File: src/rtl/cpu_clock_gen_if.sv
// cpu_clock_gen_if: control and time-base bus of the CPU/DRAM clock generator.
// Revision: 1.0
`default_nettype none

interface cpu_clock_gen_if #(
  parameter int NUM_CH = 1,
  parameter int RATIO  = 2,
  parameter int CNT_W  = 64
);
  localparam int PH_W = (RATIO > 1) ? $clog2(RATIO) : 1;

  logic              enable;
  logic              clear;
  logic [NUM_CH-1:0] ch_en;
  logic              limit_en;
  logic [CNT_W-1:0]  limit;
  logic [CNT_W-1:0]  cpu_cycle;
  logic [CNT_W-1:0]  dram_cycle;
  logic [PH_W-1:0]   dram_phase;
  logic [NUM_CH-1:0] dram_tick;
  logic              running;
  logic              done;

  modport master (
    output enable, clear, ch_en, limit_en, limit,
    input  cpu_cycle, dram_cycle, dram_phase, dram_tick, running, done
  );

  modport slave (
    input  enable, clear, ch_en, limit_en, limit,
    output cpu_cycle, dram_cycle, dram_phase, dram_tick, running, done
  );
endinterface

`default_nettype wire

File: src/rtl/cpu_clock_gen.sv
// cpu_clock_gen: CPU cycle counter with integer-ratio DRAM clock strobes and halt-at-limit.
// Revision: 1.0
`default_nettype none

module cpu_clock_gen #(
  parameter int NUM_CH = 1,
  parameter int RATIO  = 2,
  parameter int CNT_W  = 64
) (
  input  logic            clock,
  input  logic            reset,
  cpu_clock_gen_if.slave  bus
);
  localparam int              PH_W   = (RATIO > 1) ? $clog2(RATIO) : 1;
  localparam logic [PH_W-1:0] c_LAST = PH_W'(RATIO - 1);

  typedef enum logic [1:0] {
    S_IDLE = 2'd0,
    S_RUN  = 2'd1,
    S_DONE = 2'd2
  } state_t;

  state_t            r_state;
  logic              r_running;
  logic              r_done;
  logic [CNT_W-1:0]  r_cpu_cycle;
  logic [CNT_W-1:0]  r_dram_cycle;
  logic [PH_W-1:0]   r_phase;
  logic [NUM_CH-1:0] r_tick;

  logic w_hit;
  logic w_wrap;

  assign w_hit  = bus.limit_en && (r_cpu_cycle == bus.limit);
  assign w_wrap = (r_phase == c_LAST);

  // Counters only advance on RUN->RUN edges, so the count step lives in that branch.
  always_ff @(posedge clock or posedge reset) begin
    if (reset) begin
      r_state      <= S_IDLE;
      r_running    <= 1'b0;
      r_done       <= 1'b0;
      r_cpu_cycle  <= '0;
      r_dram_cycle <= '0;
      r_phase      <= '0;
      r_tick       <= '0;
    end else if (bus.clear) begin
      r_state      <= S_IDLE;
      r_running    <= 1'b0;
      r_done       <= 1'b0;
      r_cpu_cycle  <= '0;
      r_dram_cycle <= '0;
      r_phase      <= '0;
      r_tick       <= '0;
    end else begin
      r_tick <= '0;
      case (r_state)
        S_IDLE: begin
          if (!bus.enable) begin
            r_state   <= S_RUN;
            r_running <= 1'b1;
          end
        end
        S_RUN: begin
          if (bus.enable) begin
            r_state   <= S_IDLE;
            r_running <= 1'b0;
          end else if (w_hit) begin
            r_state   <= S_DONE;
            r_running <= 1'b0;
            r_done    <= 1'b1;
          end else begin
            r_cpu_cycle <= r_cpu_cycle + CNT_W'(1);
            r_phase     <= w_wrap ? '0 : r_phase + PH_W'(1);
            if (w_wrap) begin
              r_dram_cycle <= r_dram_cycle + CNT_W'(1);
              r_tick       <= bus.ch_en;
            end
          end
        end
        S_DONE: begin
          if (bus.enable) begin
            r_state <= S_IDLE;
            r_done  <= 1'b0;
          end else if (!w_hit) begin
            r_state   <= S_RUN;
            r_running <= 1'b1;
            r_done    <= 1'b0;
          end
        end
        default: begin
          r_state   <= S_IDLE;
          r_running <= 1'b0;
          r_done    <= 1'b0;
        end
      endcase
    end
  end

  assign bus.cpu_cycle  = r_cpu_cycle;
  assign bus.dram_cycle = r_dram_cycle;
  assign bus.dram_phase = r_phase;
  assign bus.dram_tick  = r_tick;
  assign bus.running    = r_running;
  assign bus.done       = r_done;
endmodule

`default_nettype wire

File: src/flat_wrapper.sv
// flat-port wrapper written by rule: the top's interface ports become plain ports
module cpu_clock_gen_flat 
#(
  parameter int NUM_CH = 1,
  parameter int RATIO  = 2,
  parameter int CNT_W  = 64
)
  (clock, reset, bus_enable, bus_clear, bus_ch_en, bus_limit_en, bus_limit, bus_cpu_cycle, bus_dram_cycle, bus_dram_phase, bus_dram_tick, bus_running, bus_done);
  cpu_clock_gen_if #(.NUM_CH(NUM_CH), .RATIO(RATIO), .CNT_W(CNT_W)) bus_i ();
  input  logic clock;
  input  logic reset;
  input wire logic [$bits(bus_i.enable)-1:0] bus_enable;
  input wire logic [$bits(bus_i.clear)-1:0] bus_clear;
  input wire logic [$bits(bus_i.ch_en)-1:0] bus_ch_en;
  input wire logic [$bits(bus_i.limit_en)-1:0] bus_limit_en;
  input wire logic [$bits(bus_i.limit)-1:0] bus_limit;
  output wire logic [$bits(bus_i.cpu_cycle)-1:0] bus_cpu_cycle;
  output wire logic [$bits(bus_i.dram_cycle)-1:0] bus_dram_cycle;
  output wire logic [$bits(bus_i.dram_phase)-1:0] bus_dram_phase;
  output wire logic [$bits(bus_i.dram_tick)-1:0] bus_dram_tick;
  output wire logic [$bits(bus_i.running)-1:0] bus_running;
  output wire logic [$bits(bus_i.done)-1:0] bus_done;
  assign bus_i.enable = bus_enable;
  assign bus_i.clear = bus_clear;
  assign bus_i.ch_en = bus_ch_en;
  assign bus_i.limit_en = bus_limit_en;
  assign bus_i.limit = bus_limit;
  assign bus_cpu_cycle = bus_i.cpu_cycle;
  assign bus_dram_cycle = bus_i.dram_cycle;
  assign bus_dram_phase = bus_i.dram_phase;
  assign bus_dram_tick = bus_i.dram_tick;
  assign bus_running = bus_i.running;
  assign bus_done = bus_i.done;
  cpu_clock_gen #(.NUM_CH(NUM_CH), .RATIO(RATIO), .CNT_W(CNT_W)) u_core (.clock(clock), .reset(reset), .bus(bus_i));
endmodule
File: config.mk
export PLATFORM = sky130hd
export DESIGN_NAME = cpu_clock_gen_flat
export DESIGN_NICKNAME = d
export VERILOG_FILES = /design/src/rtl/cpu_clock_gen_if.sv /design/src/rtl/cpu_clock_gen.sv /design/src/flat_wrapper.sv
export SDC_FILE = /design/constraint.sdc
export NUM_CORES = 1
export LEC_CHECK = 0
export CAP_MARGIN = 30
export CORE_MARGIN = 8
export CORE_UTILIZATION = 54
export CTS_CLUSTER_DIAMETER = 120
export DETAILED_ROUTE_END_ITERATION = 10
export PLACE_DENSITY_LB_ADDON = 0.05
export SLEW_MARGIN = 10
export SYNTH_ARGS = -nofsm -noshare
export SYNTH_HDL_FRONTEND = slang
export SYNTH_SLANG_ARGS = --single-unit
File: constraint.sdc
create_clock -name clock -period 11.3 [get_ports clock]
set_input_delay 2.825 -clock clock [delete_from_list [all_inputs] [get_ports clock]]
set_output_delay 2.825 -clock clock [all_outputs]
set_load 0.1 [all_outputs]
After elaboration in Yosys (flattened, before gate mapping)
Cells that the tools add are included. W data, S select, Z words.

Output and inout bits: 132. Logic and storage cells: 71. Bits in registers: 134. Bits of input ports: 70.

Equality and inequality tests: 13. Muxes and demuxes: 39. Add/sub/neg operators: 3. Reduce and logical (&&, ||, !) cells: 9.

Operators with widths (number): $mux W64 (9); $add A64 B1 Y64 const B (2); $eq A64 B64 Y1 (1); $mux W1 (21); $mux W2 (6); $ne A3 B3 Y1 const B (4); $reduce_and A4 Y1 (3); $pmux W1 S3 (2); $pmux W2 S3 (1); $reduce_and A3 Y1 (2); $ne A2 B2 Y1 const B (2); $ne A4 B3 Y1 const B (1); $ne A4 B4 Y1 const B (1); $reduce_bool A2 Y1 (2); $ne A3 B2 Y1 const B (1); $eq A2 B1 Y1 const B (1); $eq A2 B2 Y1 const B (1); $logic_not A2 Y1 (1); $ne A2 B1 Y1 const B (1); $add A1 B1 Y1 const B (1); $logic_and A1 B1 Y1 (1).

Longest topological paths before layout
Gate-level depths: netlist of the first run.

Word-level depth: 6. Gate-level depth with buffers: 12.

Least setup slack after synthesis of the first run
No wires, ideal clock.

Kind: input -> register. Start: input bus_limit[17]. End: register u_core.r_cpu_cycle[44], in the netlist u_core.bus.cpu_cycle[44]. Stages: 9. Required time: 11.175 ns. Arrival: 5.084 ns. Buffers on the path: 1. Path slack: 6.091 ns. Cell sequence: xnor2_1 -> nand4_1 -> or4_1 -> or4_4 -> nor3_4 -> buf_2 -> nor3_1 -> nand3_1 -> mux2_2.

Cells in the longest elaborated chain, start to end: 4.

RTL lines: start, declared (line flat_wrapper.sv:16) `input wire logic [$bits(bus_i.limit)-1:0] bus_limit;`; $eq A64 B64 Y1 (line cpu_clock_gen.sv:34) `assign w_hit = bus.limit_en && (r_cpu_cycle == bus.limit);`; $logic_and A1 B1 Y1 (line cpu_clock_gen.sv:34); $ne A2 B2 Y1 (no source line); $reduce_and A3 Y1 (no source line); end signal, assigned (line cpu_clock_gen.sv:73) `r_cpu_cycle <= r_cpu_cycle + CNT_W'(1);`; end, declared (line cpu_clock_gen.sv:26) `logic [CNT_W-1:0] r_cpu_cycle;`.

No other way between the ends. A chain may end at the register's enable or synchronous reset.

Final worst setup path of the first run
Start: input bus_limit[54]. End: register u_core.r_cpu_cycle[11], in the netlist u_core.bus.cpu_cycle[11].

The elaborated chain is that of the path after synthesis.

==> qor.yml, run 1 <==
clock_sinks: 134
status: "completed"
synth_most_common_cell: "dfrtp_1"
synth_enable_flop_cells: 0
setup_violations: 0
vias: 8097
crit_top_cell: "nand4_1"
power.switching_w: 0.000263
core_area_sq_um: 15000
antenna_cells: 0
post_dp_cell_area_sq_um: 10300
ios: 202
avgRoutedWirePerCell_microns: 20.8
htreeDepth: 4
async_reset_ff_frac: 1.00
startpoint_type: "primary input"
drc: 0
crit_chain: "clkdlybuf4s50_1 -> xnor2_1 -> nand4_1 -> or4_1 -> or4_4 -> nor3_4 -> buf_4 -> nor2_1 -> nand4_1 -> mux2_2"
maxCapViolations: 0
yosys.area.top_type: "dfrtp_1"
cp.arrival_ns: 6.46
ys_warn_count: 0
tns_ns: 0
wl_microns: 27200
grt_max_degree: 89
p_leak_nw: 4.19
synth_area_leaders: "dfrtp_1, xnor2_1, nor2_1"
hold_buffers: 0
die_area_sq_um: 19400
synth_top_area_share: 0.409
yosys-top-cells-count: "dfrtp_1, nor2_1, xnor2_1, nand2_1, a21oi_1"
fp.dieH_microns: 139
rsz0062_at_grt: "false"
yosysUniqueCellTypes: 58
cp.required_ns: 11.60
max_slew.worst_pin.slew_ns: 1.03
cts_root_buffer: "clkbuf_16"
portBuffers: 201
rows: 45
grt_overflow_total: 0
slew_violations: 0
clk_pin_slew_worst_paths_ns: 0.05
post_cts_buffers: 0
met2_usage: 0.450
first_iter_violations: 755
slowest_delay_ns: 0.60
layout.nets: 1184
cts_repair_resize_count: 0
gr-usage-met3: 0.0757
endpoint_kind: "flip-flop"
hpwl_microns: 19600
crit_path_max_fanout: 34
power.share.switching: 0.236
skew_ns: 0.0106
syn-num-nets: 1001
cts_buffers: 17
insertion_delay_ns: 0.42
cts_tree: "built"
critPathBufInv: 2
avgSynthCellArea_sq_um: 8.81
relSlewSlack: 0.312
ys_ff_latch: 134
crit_type: "primary input to flip-flop"
cp_slowest_cell: "or4_4"
start_util: 0.545
dieWidth_microns: 139
power.share.clock: 0.490
critPathTopFamily: "simple AND/OR/NAND/NOR gates"
internal_power_w: 0.000851
use_met1: 0.349
fmax_ghz: 0.162
track_usage: 0.280
netlist_instances: 929
clock_path_buffers: 2
top_usage_layer: "met2"
ant_nets: 0
powerDensity_nw_per_um2: 102
fin_crit_sh: 0.545
period_minus_slack_ns: 6.16
synth_area_sq_um: 8190
drive_gt1_frac: 0.0649
p_seq_frac: 0.433
min_path_type: "flip-flop to flip-flop"
yosysSeqAreaShare: 0.409
finalHoldViolCount: 0
antenna_found_initial: 0
grt_pass1_wl_microns: 43500
drtPass1Iterations: 5
max-vdd-ir-drop_mv: 0.0908
gp_congestion: 0.989
fin_area_sq_um: 10900
area_growth_pct: 33.2
p_comb_frac: 0.076
viasPerCell: 6.17
synth_ff_type: "dfrtp_1"
grt_pass1_vias: 7828
## per-layer routing
layer	wire length, microns	share of wire
met5	0	0
met1	11000	0.40
met2	12800	0.47
met4	956	0.035
met3	2520	0.092
## layout make-up
cell class | instances | area [sq um]
inverter | 32 | 125
tap | 188 | 235
clock buffer | 20 | 457
fill | 1191 | 4130
timing repair buffer | 210 | 2100
multi-input combinational | 717 | 4500
sequential | 134 | 3350
clock inverter | 12 | 128
## registers in the layout, indices dropped and copies added (netlist names)
signal / cells
u_core.bus.running: 1
u_core.bus.dram_cycle: 64
u_core.r_state: 2
u_core.bus.cpu_cycle: 64
u_core.bus.dram_tick: 1
u_core.bus.dram_phase: 1
u_core.bus.done: 1
## power groups by stage
| stage | combinational, W | clock (W) | sequential [W] |
|---|---|---|---|
| 5_1_grt | 0.0000914 | 0.000574 | 0.000482 |
| 3_5_place_dp | 0.0000850 | 0 | 0.000491 |
| 4_1_cts | 0.0000855 | 0.000555 | 0.000483 |
| 3_3_place_gp | 0.0000834 | 0 | 0.000491 |
| 2_1_floorplan | 0.0000343 | 0 | 0.000498 |
| 6_report | 0.0000850 | 0.000546 | 0.000483 |
## metrics by stage
| step | util | std cells | hold WS, ns | setup slack [ns] | total power [W] |
|---|---|---|---|---|---|
| 3_3_place_gp | 0.684 | 1279 | 0.549 | 4.83 | 0.000575 |
| 6_report | 0.725 | 1313 | 0.568 | 5.14 | 0.00111 |
| 4_1_cts | 0.724 | 1312 | 0.566 | 5.15 | 0.00112 |
| 2_1_floorplan | - | 929 | 0.577 | 4.89 | 0.000532 |
| 5_1_grt | 0.725 | 1313 | 0.594 | 5.05 | 0.00115 |
| 3_5_place_dp | 0.685 | 1280 | 0.552 | 4.73 | 0.000576 |
## cell families (layout without fill, tap and decap cells)
group / after synthesis / after routing / share of synthesized area
compound gates: 151 / 151 / 0.122
xor+xnor: 107 / 107 / 0.114
fa+ha+maj: 2 / 2 / 0.00306
buf+inv: 78 / 274 / 0.0408
flops: 134 / 134 / 0.409
mux: 14 / 14 / 0.0193
simple gates: 443 / 443 / 0.291
## tightest hold or removal path, stage by stage (launching register included)
cell      delay, ns
dfrtp_1        0.39
nand2b_1       0.08
a21oi_1        0.06
## worst paths after layout
check / end / startpoint / depth (start not counted) / slack [ns]
max: u_core.bus.cpu_cycle[11] / bus_limit[54] / 10 / 5.14
min: u_core.bus.running / u_core.bus.running / 2 / 0.57
max reg2reg: u_core.bus.cpu_cycle[11] / u_core.bus.cpu_cycle[54] / 9 / 7.40
min reg2reg: u_core.bus.running / u_core.bus.running / 2 / 0.57
max in group asynchronous: u_core.bus.cpu_cycle[56] / reset / 3 / 7.18
min in group asynchronous: u_core.bus.dram_cycle[44] / reset / 2 / 2.96
## cell usage in the layout (no fill, tap or decap), types with 4 or more instances in the layout
cell type,n
a2111oi_0,4
a21o_1,4
a21oi_1,51
a311oi_1,4
a31o_2,4
a41o_1,4
and2_1,12
and3_1,24
and4_1,10
buf_4,8
clkbuf_16,17
clkdlybuf4s50_1,200
clkinv_2,4
clkinvlp_4,4
dfrtp_1,134
inv_1,31
mux2_2,13
nand2_1,53
nand2b_1,8
nand3_1,41
nand4_1,36
nor2_1,108
nor2b_1,29
nor3_1,35
nor4_1,21
nor4b_1,8
o2111ai_1,10
o211ai_1,7
o21a_1,4
o21ai_0,27
o22ai_1,4
o31ai_1,11
or2_2,4
or3_1,26
or4_1,17
xnor2_1,63
xor2_1,44
Power figures use the tool's default switching activity.
==> run 2: changes to the inputs <==
Settings changed: CORE_UTILIZATION 54 to 50.
Clock period 11.3 ns to 6.06 ns, I/O delays scaled along.
==> run 2 against run 1 <==
  * Clock-buffer cell count up 3
  * Via count is 2.5% lower
  * Clock skew increased by 0.0019 ns
  * Worst setup slack worse by 3.6 ns
  * Global-route usage is 1.5 points lower
  * Largest power group unchanged
  * Combinational power increased by 87%
  * First-iteration DRC count decreased by 30%
  * Hold slack lost 0.014 ns
  * Sequential share of layout area fell by 0.43 points
  * Non-clock buffer count is 5 higher
==> qor.yml, run 2 (same netlist as run 1, synthesis figures left out) <==
cp.required_ns: 6.37  # -5.23 ns
fillers: 1297  # +8.9%
hold_buffers: 0  # unchanged
track_usage: 0.264  # -0.0152
fmax_ghz: 0.219
dieWidth_microns: 144  # +3.5%
finalHoldViolCount: 0  # unchanged
max_slew.worst_pin.slew_ns: 1.02  # -0.00437 ns
rsz0062_at_grt: "false"
r2r_slack_ns: 2.51  # -4.89 ns
critPathBufInv: 1  # -1
portBuffers: 201  # unchanged
rows: 46  # +2.2%
die_area_sq_um: 20700  # +7.1%
maxCapViolations: 0  # unchanged
insertion_delay_ns: 0.43  # about the same
critPathTopFamily: "simple AND/OR/NAND/NOR gates"
cp.arrival_ns: 4.87  # -1.59 ns
htreeDepth: 4  # unchanged
powerDensity_nw_per_um2: 192  # +88%
max-vdd-ir-drop_mv: 0.208  # +130%
antenna_found_initial: 0  # unchanged
dr_wl_met3_microns: 2240  # -11%
gp_congestion: 0.974  # -1.4%
drc: 0  # unchanged
cp_slowest_cell: "or4_4"
first_iter_violations: 530  # -30%
avgRoutedWirePerCell_microns: 20.4  # -1.5%
grt_max_degree: 71  # -20%
post_cts_buffers: 0  # unchanged
clock_sinks: 134  # unchanged
core_area_sq_um: 15900  # +6.1%
slowest_delay_ns: 0.58  # -0.02 ns
clk_pin_slew_worst_paths_ns: 0.06  # about the same
viasPerCell: 5.87  # -4.9%
startpoint_type: "primary input"
min_path_type: "flip-flop to flip-flop"
endpoint_kind: "flip-flop"
final_common_cell: "clkdlybuf4s50_1"
crit_chain: "clkdlybuf4s50_1 -> xnor2_1 -> o221ai_1 -> or4_1 -> or4_4 -> o21ba_1 -> o2111ai_2 -> nor3_1 -> mux2_1"
clock_path_buffers: 2  # unchanged
hpwl_microns: 20200  # +2.7%
ant_nets: 0  # unchanged
slew_violations: 0  # unchanged
p_leak_nw: 4.25  # +1.4%
fp.dieH_microns: 144  # +3.5%
grt_pass1_vias: 7668  # -2.0%
period_minus_slack_ns: 4.56
relSlewSlack: 0.315  # +0.00292
cts_repair_resize_count: 0  # unchanged
wl_microns: 27500  # +0.95%
skew_ns: 0.0125  # +0.00188 ns
routed.top_layer: "met4"
vias: 7897  # -2.5%
crit_type: "primary input to flip-flop"
ios: 202  # unchanged
fin_crit_sh: 0.752
cts_buffers: 17  # unchanged
drive_gt1_frac: 0.0690  # +0.00414
final_cell_mix: "clkdlybuf4s50_1, dfrtp_1, nor2_1"
wl_met1_microns: 11700  # +6.5%
start_util: 0.514  # -0.0311
cts_tree: "built"
antenna_cells: 0  # unchanged
area_growth_pct: 35.0
setup_violations: 0  # unchanged
tns_ns: 0  # unchanged
utilization: 0.694  # -0.0317
grt_overflow_total: 0  # unchanged
status: "completed"
fin_hold_ws_ns: 0.554  # -0.0141 ns
drtPass1Iterations: 5  # unchanged
layout.nets: 1189  # +0.42%
grt_pass1_wl_microns: 42800  # -1.7%
crit_path_max_fanout: 18  # -47%
cts_root_buffer: "clkbuf_16"
wl_met2_microns: 13000  # +1.4%
run 2: tightest hold or removal path, stage by stage, from the launching register on:
cell and delay [ns]:
dfrtp_1 0.38, nand2b_1 0.07, a21oi_1 0.06
run 2: report_power, final:
group / total, W / switching (W) / internal (W)
sequential: 0.000900 / 0.00000269 / 0.000897
combinational: 0.000159 / 0.0000944 / 0.0000644
clock: 0.00106 / 0.000400 / 0.000663
total: 0.00212 / 0.000498 / 0.00162
run 2: layout make-up:
cell class	instances	area, sq um	share of cell area
Clock buffer	23	498	0.0450
Clock inverter	9	115	0.0104
Inverter	32	125	0.0113
Multi-Input combinational cell	717	4500	0.407
Sequential cell	134	3350	0.303
Tap cell	216	270	0.0244
Timing Repair Buffer	215	2190	0.198
run 2: stage by stage:
step | cells | total power (W) | area (sq um) | setup slack (ns)
after floorplan | 929 | 0.000992 | 8190 | 0.962
after global placement | 1310 | 0.00107 | 10300 | 1.17
after detailed placement | 1311 | 0.00107 | 10400 | 1.08
after CTS | 1343 | 0.00213 | 11000 | 1.53
after global routing | 1346 | 0.00218 | 11100 | 1.33
final | 1346 | 0.00212 | 11100 | 1.50
run 2: final timing paths:
check | from | to | depth (start not counted)
worst max-delay path | bus_limit[3] | u_core.bus.dram_cycle[50] | 9
worst min-delay path | u_core.bus.running | u_core.bus.running | 2
worst max register to register | u_core.bus.cpu_cycle[3] | u_core.bus.dram_cycle[50] | 8
worst min register to register | u_core.bus.running | u_core.bus.running | 2
max in group asynchronous | reset | u_core.bus.dram_cycle[31] | 3
min in group asynchronous | reset | u_core.bus.cpu_cycle[12] | 2
run 2: routing by layer:
metal / vias to the layer above / track usage
met5: - / 0
met4: 0 / 0.0919
met3: 39 / 0.0574
met2: 331 / 0.431
met1: 3795 / 0.340
li1: 3732 / -
